<file path="config.mk">
export PLATFORM = sky130hd
export DESIGN_NAME = im_port_sequencer
export DESIGN_NICKNAME = d
export VERILOG_FILES = /design/src/rtl/im_port_sequencer.sv
export SDC_FILE = /design/constraint.sdc
export NUM_CORES = 1
export LEC_CHECK = 0
export ABC_AREA = 1
export CORE_AREA = 5 5 88 90
export DETAILED_ROUTE_END_ITERATION = 8
export DIE_AREA = 0 0 93 95
export DONT_BUFFER_PORTS = 1
export GPL_TIMING_DRIVEN = 0
export PLACE_DENSITY = 0.38
export SLEW_MARGIN = 15
export SYNTH_ARGS = -nofsm -noshare
export SYNTH_HDL_FRONTEND = slang
export SYNTH_SLANG_ARGS = --single-unit
</file>
<file path="constraint.sdc">
create_clock -name clk -period 1.4 [get_ports clk]
set_input_delay 0.07 -clock clk [delete_from_list [all_inputs] [get_ports clk]]
set_output_delay 0.07 -clock clk [all_outputs]
set_load 0.01 [all_outputs]
</file>
<file path="src/rtl/im_port_sequencer.sv">
// ============================================================================
// Module  : im_port_sequencer
// Brief   : Shares the single instruction-memory port between fetch, a program
//           loader and a debug reader, and sequences load-then-run.
// Rev     : 1.0  initial release
// ============================================================================
`default_nettype none

module im_port_sequencer #(
    parameter int ADDR_W        = 11,
    parameter int DATA_W        = 32,
    parameter int STARVE_MAX    = 8,
    parameter int LOAD_ON_RESET = 1
) (
    input  logic              clk,
    input  logic              rst,
    input  logic              fetch_req,
    input  logic [31:0]       fetch_addr,
    output logic              fetch_vld,
    output logic [DATA_W-1:0] fetch_data,
    output logic              fetch_stall,
    output logic              cpu_hold,
    input  logic              ld_start,
    input  logic              ld_wr,
    input  logic [ADDR_W-1:0] ld_addr,
    input  logic [DATA_W-1:0] ld_data,
    input  logic              ld_done,
    output logic              ld_rdy,
    input  logic              dbg_req,
    input  logic [ADDR_W-1:0] dbg_addr,
    output logic              dbg_ack,
    output logic [DATA_W-1:0] dbg_data,
    output logic [ADDR_W-1:0] mem_addr,
    output logic [DATA_W-1:0] mem_wdata,
    output logic              mem_we,
    input  logic [DATA_W-1:0] mem_q
);

    localparam int CNT_W = $clog2(STARVE_MAX + 1);

    typedef enum logic [1:0] {
        ST_RUN   = 2'd0,
        ST_DRAIN = 2'd1,
        ST_LOAD  = 2'd2
    } state_t;

    typedef enum logic [1:0] {
        TAG_NONE  = 2'd0,
        TAG_FETCH = 2'd1,
        TAG_DBG   = 2'd2
    } tag_t;

    state_t             state_q, state_d;
    tag_t               tag_q, tag_d;
    logic [CNT_W-1:0]   starve_q, starve_d;

    logic fetch_gnt;
    logic dbg_gnt;
    logic dbg_live;
    logic starved;
    logic fetch_addr_unused;

    assign fetch_addr_unused = ^fetch_addr[31:ADDR_W];

    always_ff @(posedge clk or negedge rst) begin
        if (!rst) begin
            if (LOAD_ON_RESET != 0) begin
                state_q <= ST_LOAD;
            end else begin
                state_q <= ST_RUN;
            end
            tag_q    <= TAG_NONE;
            starve_q <= '0;
        end else begin
            state_q  <= state_d;
            tag_q    <= tag_d;
            starve_q <= starve_d;
        end
    end

    always_comb begin
        state_d   = state_q;
        tag_d     = TAG_NONE;
        starve_d  = starve_q;
        fetch_gnt = 1'b0;
        dbg_gnt   = 1'b0;
        mem_addr  = '0;
        mem_wdata = '0;
        mem_we    = 1'b0;
        ld_rdy    = 1'b0;

        // A debug read already awaiting its ack must not be granted a second time.
        dbg_live = dbg_req && (tag_q != TAG_DBG);
        starved  = dbg_live && (starve_q == CNT_W'(STARVE_MAX));

        // Port outputs are gated by rst so an asserted reset silences the port at once.
        if (rst) begin
            case (state_q)
                ST_RUN: begin
                    if (fetch_req && !starved) begin
                        fetch_gnt = 1'b1;
                    end else if (dbg_live) begin
                        dbg_gnt = 1'b1;
                    end
                    if (ld_start) begin
                        state_d = ST_DRAIN;
                    end
                end
                ST_DRAIN: begin
                    state_d = ST_LOAD;
                end
                ST_LOAD: begin
                    ld_rdy    = 1'b1;
                    mem_we    = ld_wr;
                    mem_addr  = ld_addr;
                    mem_wdata = ld_data;
                    if (ld_done) begin
                        state_d = ST_RUN;
                    end
                end
                default: begin
                    state_d = ST_LOAD;
                end
            endcase

            if (fetch_gnt) begin
                mem_addr = fetch_addr[ADDR_W-1:0];
                tag_d    = TAG_FETCH;
            end else if (dbg_gnt) begin
                mem_addr = dbg_addr;
                tag_d    = TAG_DBG;
            end

            if (!dbg_live || dbg_gnt) begin
                starve_d = '0;
            end else if (fetch_gnt && (starve_q != CNT_W'(STARVE_MAX))) begin
                starve_d = starve_q + CNT_W'(1);
            end
        end
    end

    assign fetch_stall = fetch_req && !fetch_gnt;
    assign cpu_hold    = (state_q != ST_RUN);
    assign fetch_vld   = (tag_q == TAG_FETCH);
    assign dbg_ack     = (tag_q == TAG_DBG);
    assign fetch_data  = fetch_vld ? mem_q : '0;
    assign dbg_data    = dbg_ack ? mem_q : '0;

endmodule

`default_nettype wire
</file>
==> metrics, run 1 <==
P_leak 1.43 nW; Syn-to-layout area delta 84.6%; antenna violations before repair 0; starting density of the core 0.229; Pins Over Slew Limit 0; proportion of register bits with asynchronous set or reset after synthesis 1.00; GRT Overall Usage 0.148; sequential cell fraction of total power 0.130; pin count of the biggest net entering global routing 11; actual slew at the worst max-slew pin ~1.1 ns; clock skew between 0.001 and 0.0015 ns; cell seen most often among critical-path stages sky130_fd_sc_hd__nor2_2; final number of hold-violating endpoints 1; clock tree buffer depth 2; Max IR drop VDD ~0.00079 V; Core Box Area 6980 um2; final routed DRC violation total 0; wire per inst 16.8 um; switching component of the power roughly 0.0013 W; flop and latch count out of synthesis 8; Chip Width around 93 um; most frequently used cell type in the post-synthesis netlist sky130_fd_sc_hd__nor2_1; CP cell instances inv_2 > ha_4 > nand3_4 > a21oi_2 > nand2_2 > buf_4 > nor2_2 > nor2_1 > nor2_2; Setup crit end kind output pin; type of the setup path with the least slack reg2out; area of the die roughly 8800 um2; max_cap viols 0; final instance area 2950 um2; largest fanout on the critical path 3; endpoints failing setup 47; synthesized instance count around 340; I/O pins between 200 and 250; GRT Residual Overflow 0; PnR worst setup slack -0.302 ns; critical path required time 1.33 ns; port bufs 0; commonest cells in the synthesized netlist sky130_fd_sc_hd__nor2_1 (134), sky130_fd_sc_hd__nand2_1 (80), sky130_fd_sc_hd__inv_1 (62); Slowest-stage cell, CP sky130_fd_sc_hd__dfrtp_1; warnings from Yosys 0; power density over the cells between 800 and 900 nW/um2; share of post-route cells with drive strength above 1 0.543; Clock Sink Count 8; post-synth cell types 23; wire length of the first global-routing pass 10500 um; Mapped Avg Cell Area about 4.6 um2; area of placed instances 1710 um2; largest cells by area after synthesis sky130_fd_sc_hd__nor2_1 (32%), sky130_fd_sc_hd__nand2_1 (19%), sky130_fd_sc_hd__inv_1 (15%), sky130_fd_sc_hd__dfrtp_1 (11%), sky130_fd_sc_hd__nand4_1 (5.5%); die height 95 um; setup TNS -6.96 ns; number of enable flip-flop cells after synthesis 0; post-layout net count roughly 500; insertion delay to the later sink of the worst-skew pair approximately 0.23 ns; count of buffer and inverter cells on the critical path 2; netlist area before placement 1600 um2; top flip-flop cell by instance count after synthesis sky130_fd_sc_hd__dfrtp_1; cell taking the most area after synthesis sky130_fd_sc_hd__nor2_1; critical path startpoint category register; kind of cell with the highest combined delay on the critical path simple AND/OR/NAND/NOR gates; result of the run complete, but fails checks; via density per instance 4.86; area of the multi-input gates around 1900 um2; syn_nets between 400 and 500; Clock Tree Root sky130_fd_sc_hd__clkbuf_8; min cycle time layout 1.70 ns; data arrival time at the worst-slack endpoint 1.63 ns; global placer's final weighted congestion 0.731; unrepaired setup endpoints after global routing true; Final Core Density 0.422; combinational group share of total power 0.748; final HPWL from detailed placement 5500 um; count of fill cells added during filler insertion 682; hold slack -0.00671 ns; maximum clock rate about 0.6 GHz; # rows 31; Clk pin slew, worst setup/hold paths ~0.050 ns; Synth top area share 0.315; number of global-route vias before repair 2148; worst stage delay on the critical path 0.40 ns; portion of the post-synthesis area used by sequential elements 0.126; number of antenna cells inserted 0; cell-internal power 0.00121 W; violations in the final reports negative hold slack, negative setup slack; Detailed Route Iter0 Violations 50; total via count in the routed design ~2200; TritonCTS clock tree built; switching power as a share of total power 0.514; Max H-tree Level 1; Slew HR 0.237; overall routed net length about 7600 um; class of the worst hold path in2reg; CTS buffer count 3; first-pass iteration count of the detailed router 4; part of the power in the clock network 0.122; ANT nets after route 0; crit share post-route 1.22; area taken by flip-flops and latches a little over 200 um2
## layer usage
metal	global-route usage	share of wire	vias up
met5	0	0	-
met4	0.0379	0.012	0
met3	0.0470	0.11	8
met2	0.296	0.54	147
met1	0.145	0.33	995
li1	-	-	1047
## what timing repair did
item	in CTS	in global routing
hold buffers	1	0
resized for setup	206	85
endpoints found under the hold margin	8	0
endpoints found under the setup margin	82	98
pin swaps	37	39
gates cloned	6	0
setup buffers	11	5
## stage by stage
step           setup slack [ns]  instances  total power, W
2_1_floorplan          -0.00994        344         0.00106
3_3_place_gp             -0.209        426         0.00123
3_5_place_dp             -0.207        426         0.00123
4_1_cts                  -0.293        448         0.00223
5_1_grt                  -0.392        452         0.00267
6_report                 -0.302        452         0.00248
## power groups by stage
stage / clock, W / sequential, W / combinational, W
after CTS: 0.000307 / 0.000316 / 0.00161
after global routing: 0.000325 / 0.000327 / 0.00202
after floorplan: 0 / 0.000318 / 0.000742
final: 0.000303 / 0.000323 / 0.00186
after global placement: 0 / 0.000329 / 0.000897
after detailed placement: 0 / 0.000328 / 0.000904
## area by class of cell
class,instances,share of cell area
repair buffers,21,0.0811
multi-input cells,248,0.644
inverters,69,0.0921
clock buffers,4,0.0153
flip-flops and latches,8,0.0688
plain buffers,19,0.0581
well taps,82,0.0348
repair inverters,1,0.00552
## flip-flops by register name (all words and copies together) (netlist names)
| signal | flops |
|---|---|
| state_q | 2 |
| tag_q | 2 |
| starve_q | 4 |
## logic make-up (layout without fill, tap and decap cells)
group / Yosys count / after routing / share of synthesized area
XOR/XNOR: 1 / 1 / 0.00549
adder cells (fa/ha/maj): 2 / 2 / 0.0157
buffers and inverters: 88 / 114 / 0.222
flip-flops: 8 / 8 / 0.126
AO/OA/AOI/OAI: 9 / 9 / 0.0345
AND/OR/NAND/NOR: 236 / 236 / 0.596
## worst paths after layout
kind / startpoint / to / slack [ns] / cells past startpoint
max reg2reg: starve_q[0] / starve_q[0] / -0.09 / 9
min: rst / state_q[1] / -0.007 / 2
max: starve_q[0] / mem_addr[10] / -0.30 / 9
min in group asynchronous: rst / starve_q[0] / 0.20 / 1
max in group asynchronous: rst / state_q[1] / 0.88 / 1
min reg2reg: starve_q[3] / starve_q[3] / 0.60 / 2
## placed cells by master (no fill, tap or decap), types with 2 or more instances in the layout
| cell | count |
|---|---|
| sky130_fd_sc_hd__inv_1 | 59 |
| sky130_fd_sc_hd__clkbuf_8 | 5 |
| sky130_fd_sc_hd__o21ai_1 | 3 |
| sky130_fd_sc_hd__clkbuf_2 | 3 |
| sky130_fd_sc_hd__nand2_2 | 15 |
| sky130_fd_sc_hd__nand3_4 | 2 |
| sky130_fd_sc_hd__nor2_2 | 37 |
| sky130_fd_sc_hd__a21oi_1 | 2 |
| sky130_fd_sc_hd__clkbuf_1 | 4 |
| sky130_fd_sc_hd__nor2_4 | 69 |
| sky130_fd_sc_hd__clkinv_8 | 2 |
| sky130_fd_sc_hd__inv_2 | 9 |
| sky130_fd_sc_hd__buf_1 | 2 |
| sky130_fd_sc_hd__buf_4 | 10 |
| sky130_fd_sc_hd__nor2_1 | 30 |
| sky130_fd_sc_hd__nand2_4 | 23 |
| sky130_fd_sc_hd__buf_8 | 8 |
| sky130_fd_sc_hd__buf_6 | 7 |
| sky130_fd_sc_hd__nand4_1 | 14 |
| sky130_fd_sc_hd__buf_12 | 3 |
| sky130_fd_sc_hd__nand2_1 | 44 |
| sky130_fd_sc_hd__dfrtp_1 | 6 |
Note: power is estimated with default switching activity, not from simulation.
==> inputs of run 2 (changes only) <==
Settings changed: PLACE_DENSITY 0.38 to 0.39.
Clock period 1.4 ns to 1.55 ns, I/O delays scaled along.
==> run 2 against run 1 <==
Hold slack improved by 0.041 ns. Routed wire length fell by 13%. Sequential cell count did not move. Global-route usage fell by 2.1 points. Sequential share of layout area rose by 2.1 points. Register-to-register slack improved by 0.16 ns. Cell area fell by 23%. The flow finishes with violations (negative setup slack).
==> metrics, run 2 (same netlist as run 1, synthesis figures left out) <==
result of the run complete, but fails checks; violations in the final reports negative setup slack; # rows 31; P_leak approximately 1.2 nW; unrepaired setup endpoints after global routing true; class of the worst hold path in2reg; overall routed net length 6570 um; actual slew at the worst max-slew pin 0.625 ns; I/O pins around 240; post-layout net count about 490; largest fanout on the critical path 7; final HPWL from detailed placement around 5400 um; critical path startpoint category register; pin count of the biggest net entering global routing 11; CP cell instances inv_2 > ha_4 > nand3_4 > a21oi_4 > nand2_4 > buf_8 > nor2_2 > nor2_1 > nor2_2; crit share post-route 1.08; Slowest-stage cell, CP sky130_fd_sc_hd__dfrtp_1; Core Box Area ~7000 um2; clock tree buffer depth 2; length in cells of the worst reg-to-reg path 9; Tot Pwr about 0.0017 W; die height around 95 um; via density per instance between 4 and 5; total via count in the routed design between 2000 and 2500; TritonCTS clock tree built; PnR worst setup slack -0.124 ns; endpoints failing setup 12; clock skew around 0.0023 ns; GRT Overall Usage 0.127; number of antenna cells inserted 0; final instance area between 2000 and 2500 um2; starting density of the core 0.229; Top reg by flops starve_q; launching instance or port of the critical path starve_q[1]; Max H-tree Level 1; biggest regs starve_q x4, state_q x2, tag_q x2; critical path required time around 1.5 ns; final number of hold-violating endpoints 0; Detailed Route Iter0 Violations 44; port bufs 0; Max IR drop VDD ~0.00036 V; power density over the cells between 700 and 800 nW/um2; insertion delay to the later sink of the worst-skew pair around 0.23 ns; Clk pin slew, worst setup/hold paths roughly 0.040 ns; antenna violations before repair 0; number of cells on the worst hold path 2; most frequent cells in the layout sky130_fd_sc_hd__nand2_1 (75), sky130_fd_sc_hd__nor2_2 (74), sky130_fd_sc_hd__inv_1 (60); area of placed instances roughly 1700 um2; Clock Sink Count 8; wire length of the first global-routing pass between 9000 and 10000 um; hold path start ld_start; number of global-route vias before repair 1925; most frequent standard cell in the layout excluding fill and tap cells sky130_fd_sc_hd__nand2_1; ANT nets after route 0; Slew HR 0.584; Pins Over Slew Limit 0; Chip Width 93 um; max_cap viols 0; Setup crit end kind output pin; Syn-to-layout area delta 41.3%; global placer's final weighted congestion 0.716; area of the die a little under 9000 um2; worst stage delay on the critical path approximately 0.4 ns; share of post-route cells with drive strength above 1 0.378; Clock Tree Root sky130_fd_sc_hd__clkbuf_8; first-pass iteration count of the detailed router 4; final routed DRC violation total 0; GRT Residual Overflow 0; min cycle time layout 1.67 ns; wire per inst roughly 15 um; maximum clock rate ~0.60 GHz; cell seen most often among critical-path stages sky130_fd_sc_hd__nor2_2; max reg flops 4; worst reg2reg path startpoint starve_q[1]; data arrival time at the worst-slack endpoint 1.60 ns; type of the setup path with the least slack reg2out; CTS buffer count 3
run 2: changes by cell type in the layout (fill, tap and decap cells not counted), moves of 5 or more:
cell                      delta
sky130_fd_sc_hd__buf_4       +5
sky130_fd_sc_hd__buf_8       -6
sky130_fd_sc_hd__nand2_1    +31
sky130_fd_sc_hd__nand2_2    -12
sky130_fd_sc_hd__nand2_4    -18
sky130_fd_sc_hd__nor2_1     +22
sky130_fd_sc_hd__nor2_2     +37
sky130_fd_sc_hd__nor2_4     -59
run 2: worst paths after layout:
| path | to | slack (ns) |
|---|---|---|
| worst max-delay path | mem_addr[9] | -0.12 |
| worst min-delay path | state_q[0] | 0.03 |
| worst max register to register | starve_q[1] | 0.07 |
| worst min register to register | state_q[1] | 0.55 |
| max in group asynchronous | state_q[1] | 1.04 |
| min in group asynchronous | state_q[0] | 0.20 |
run 2: what timing repair did:
action                                 in CTS  in global routing
hold buffers                                1                  0
resized for setup                          74                 58
endpoints found under the hold margin       8                  0
setup buffers                               8                  6
setup endpoints to repair                  75                 77
cloned                                      1                  1
pin swaps                                  12                 13
run 2: metal layers:
metal	vias up	routed length (um)	track usage
li1	1033	-	-
met4	0	78	0.0293
met5	-	0	0
met1	910	2330	0.129
met2	147	3540	0.258
met3	7	627	0.0319
run 2: area by class of cell:
type | count | area, um2
repair buffers | 17 | 145
well taps | 82 | 103
multi-input cells | 248 | 1370
plain buffers | 19 | 125
clock buffers | 4 | 45.0
flip-flops and latches | 8 | 203
fillers | 777 | 4730
inverters | 69 | 264
run 2: power breakdown:
part	internal [W]	leakage, nW	switching, W
combinational	0.000417	1.06	0.000741
clock	0.000179	0.0228	0.0000889
sequential	0.000252	0.102	0.0000437
run 2: metrics by stage:
step,std cells,TNS (ns),setup WS [ns],utilization,hold slack (ns)
floorplan,344,0,0.118,-,-0.218
global placement,426,-0.603,-0.0946,0.243,-0.217
detailed placement,426,-0.609,-0.111,0.243,-0.217
CTS,440,-1.98,-0.213,0.292,0.0326
global route,447,-2.50,-0.221,0.323,0.0780
finish,447,-1.12,-0.124,0.323,0.0346
run 2: critical path: cells and delay by family, from the launching register on:
kind,cells,cell delay (ns)
buffers and inverters,2,0.23
AND/OR/NAND/NOR,5,0.45
AO/OA/AOI/OAI,1,0.15
adder cells (fa/ha/maj),1,0.14
flip-flops,1,0.39
==> inputs of run 3 (changes only) <==
Settings changed: ABC_AREA 1 to 0, CORE_AREA 5 5 88 90 to 5 5 89 91, DIE_AREA 0 0 93 95 to 0 0 94 96, PLACE_DENSITY 0.39 to 0.36.
==> run 3 against run 2 <==
The flow still finishes with violations (negative setup slack). Synthesized area is 9.4% lower. Sequential share of layout area rose by 0.12 points. Worst setup slack worse by 0.32 ns. Sequential cell count is the same. Sequential power is 10% higher. Utilization down 0.78 points. Register-to-register slack worse by 0.20 ns. Largest cell class unchanged.
==> metrics, run 3 <==
Pins Over Slew Limit 0; commonest cells in the synthesized netlist sky130_fd_sc_hd__and2_1 (66), sky130_fd_sc_hd__and3_1 (33), sky130_fd_sc_hd__clkbuf_1 (14); P_leak 0.864 nW; Clock Tree Root sky130_fd_sc_hd__clkbuf_8; first-pass iteration count of the detailed router 4; final routed DRC violation total 0; length in cells of the worst reg-to-reg path 8; ANT nets after route 0; Chip Width ~94 um; most frequently used cell type in the post-synthesis netlist sky130_fd_sc_hd__and2_1; number of cells on the worst hold path 2; sequential cell fraction of total power 0.162; final number of hold-violating endpoints 0; Setup crit end kind output pin; total via count in the routed design between 1500 and 2000; number of enable flip-flop cells after synthesis 0; largest fanout on the critical path 5; Clk pin slew, worst setup/hold paths about 0.04 ns; Core Box Area slightly above 7000 um2; insertion delay to the later sink of the worst-skew pair around 0.23 ns; hold slack 0.0294 ns; proportion of register bits with asynchronous set or reset after synthesis 1.00; final instance area around 2200 um2; post-layout net count around 350; Synth top area share 0.285; CTS buffer count 3; combinational group share of total power 0.710; biggest regs starve_q x4, state_q x2, tag_q x2; GRT Overall Usage 0.117; die height 96 um; Final Non-Filler Cells approximately 320; portion of the post-synthesis area used by sequential elements 0.139; via density per instance 4.94; crit share post-route 1.29; Max IR drop VDD ~0.00043 V; type of the setup path with the least slack reg2out; syn_nets approximately 330; actual slew at the worst max-slew pin around 0.55 ns; cell-internal power between 0.001 and 0.0015 W; Top reg by flops starve_q; Clock Sink Count 8; Slew HR 0.631; Final Core Density 0.315; pin count of the biggest net entering global routing 11; critical path required time 1.47 ns; endpoints failing setup 20; maximum clock rate roughly 0.50 GHz; most frequent standard cell in the layout excluding fill and tap cells sky130_fd_sc_hd__and2_1; post-synth cell types 36; class of the worst hold path in2reg; power density over the cells roughly 900 nW/um2; warnings from Yosys 0; count of fill cells added during filler insertion ~740; area of the die between 9000 and 10000 um2; number of antenna cells inserted 0; PnR worst setup slack -0.447 ns; max reg flops 4; wire per inst 19.7 um; Syn-to-layout area delta 53.9%; part of the power in the clock network 0.128; number of global-route vias before repair between 1500 and 2000; clock skew roughly 0.0055 ns; switching component of the power approximately 0.00086 W; max_cap viols 0; min cycle time layout about 2.0 ns; final HPWL from detailed placement just over 5000 um; violations in the final reports negative setup slack; clock tree buffer depth 2; critical path startpoint category register; starting density of the core 0.205; data arrival time at the worst-slack endpoint 1.92 ns; antenna violations before repair 0; synthesized instance count about 200; instance count after placement with tap cells included roughly 300; cell taking the most area after synthesis sky130_fd_sc_hd__and2_1; result of the run complete, but fails checks; switching power as a share of total power 0.427; wire length of the first global-routing pass 8320 um; top flip-flop cell by instance count after synthesis sky130_fd_sc_hd__dfrtp_1; share of post-route cells with drive strength above 1 0.573; # rows 31; global placer's final weighted congestion 0.780; area of placed instances around 1600 um2; port bufs 0; flop and latch count out of synthesis 8; overall routed net length 6370 um; Max H-tree Level 1; I/O pins 238; Detailed Route Iter0 Violations 38; largest cells by area after synthesis sky130_fd_sc_hd__and2_1 (29%), sky130_fd_sc_hd__and3_1 (14%), sky130_fd_sc_hd__dfrtp_1 (12%), sky130_fd_sc_hd__a22oi_2 (7.8%), sky130_fd_sc_hd__o21ai_0 (3.8%); Mapped Avg Cell Area about 7.3 um2; GRT Residual Overflow 0; TritonCTS clock tree built; unrepaired setup endpoints after global routing true; netlist area before placement approximately 1400 um2; most frequent cells in the layout sky130_fd_sc_hd__and2_1 (51), sky130_fd_sc_hd__and3_4 (33), sky130_fd_sc_hd__buf_4 (18)
==> run 3: metal layers <==
metal  vias to the layer above  GRT usage  wire [um]
met5                         -          0          0
met4                         0    0.00722         19
met3                         2     0.0305        583
met2                       114      0.212       3440
met1                       750      0.145       2320
li1                        734          -          -
==> run 3: worst max-delay path, stage by stage, from the launching register on <==
cell and delay [ns]:
sky130_fd_sc_hd__dfrtp_1 0.38, sky130_fd_sc_hd__inv_1 0.06, sky130_fd_sc_hd__ha_2 0.18, sky130_fd_sc_hd__nand3b_4 0.11, sky130_fd_sc_hd__a2111oi_4 0.37, sky130_fd_sc_hd__buf_4 0.19
sky130_fd_sc_hd__buf_6 0.12, sky130_fd_sc_hd__a22oi_2 0.06, sky130_fd_sc_hd__a21oi_2 0.21
==> run 3: worst paths after layout <==
check / start / endpoint / slack [ns]
max: starve_q[0] / mem_addr[3] / -0.45
min in group asynchronous: rst / starve_q[1] / 0.22
min reg2reg: starve_q[2] / starve_q[2] / 0.59
max reg2reg: starve_q[0] / tag_q[1] / -0.13
min: rst / tag_q[0] / 0.03
max in group asynchronous: rst / state_q[1] / 1.01
==> run 3: power groups by stage <==
stage | Combinational, W | Clock [W] | Sequential, W
2_1_floorplan | 0.000779 | 0 | 0.000314
3_3_place_gp | 0.000937 | 0 | 0.000331
3_5_place_dp | 0.000941 | 0 | 0.000332
4_1_cts | 0.00122 | 0.000274 | 0.000327
5_1_grt | 0.00154 | 0.000288 | 0.000334
6_report | 0.00142 | 0.000257 | 0.000326
==> run 3: cells by family after synthesis <==
group | Yosys count | share of synthesized area
simple gates | 119 | 0.522
compound gates | 42 | 0.240
buf+inv | 27 | 0.0813
flops | 8 | 0.139
fa+ha+maj | 2 | 0.0173
==> run 3: final cells by class <==
| cell class | instances | area (um2) | share of cell area |
|---|---|---|---|
| clock buffers | 4 | 45.0 | 0.0202 |
| well taps | 99 | 124 | 0.0556 |
| inverters | 7 | 28.8 | 0.0129 |
| plain buffers | 20 | 184 | 0.0826 |
| repair buffers | 23 | 205 | 0.0922 |
| multi-input cells | 163 | 1440 | 0.645 |
| flip-flops and latches | 8 | 203 | 0.0911 |
==> run 3: timing repair <==
item,CTS,global route
setup buffers,8,12
pin swaps,4,8
endpoints found under the setup margin,110,80
resized for setup,55,68
gates cloned,1,0
hold buffers,2,0
hold endpoints to repair,9,0
==> run 3: stage by stage <==
step	setup TNS, ns	power [W]	worst slack (ns)
2_1_floorplan	-0.433	0.00109	-0.0486
3_3_place_gp	-3.76	0.00127	-0.254
3_5_place_dp	-4.31	0.00127	-0.258
4_1_cts	-5.53	0.00182	-0.460
5_1_grt	-8.47	0.00217	-0.560
6_report	-5.34	0.00201	-0.447
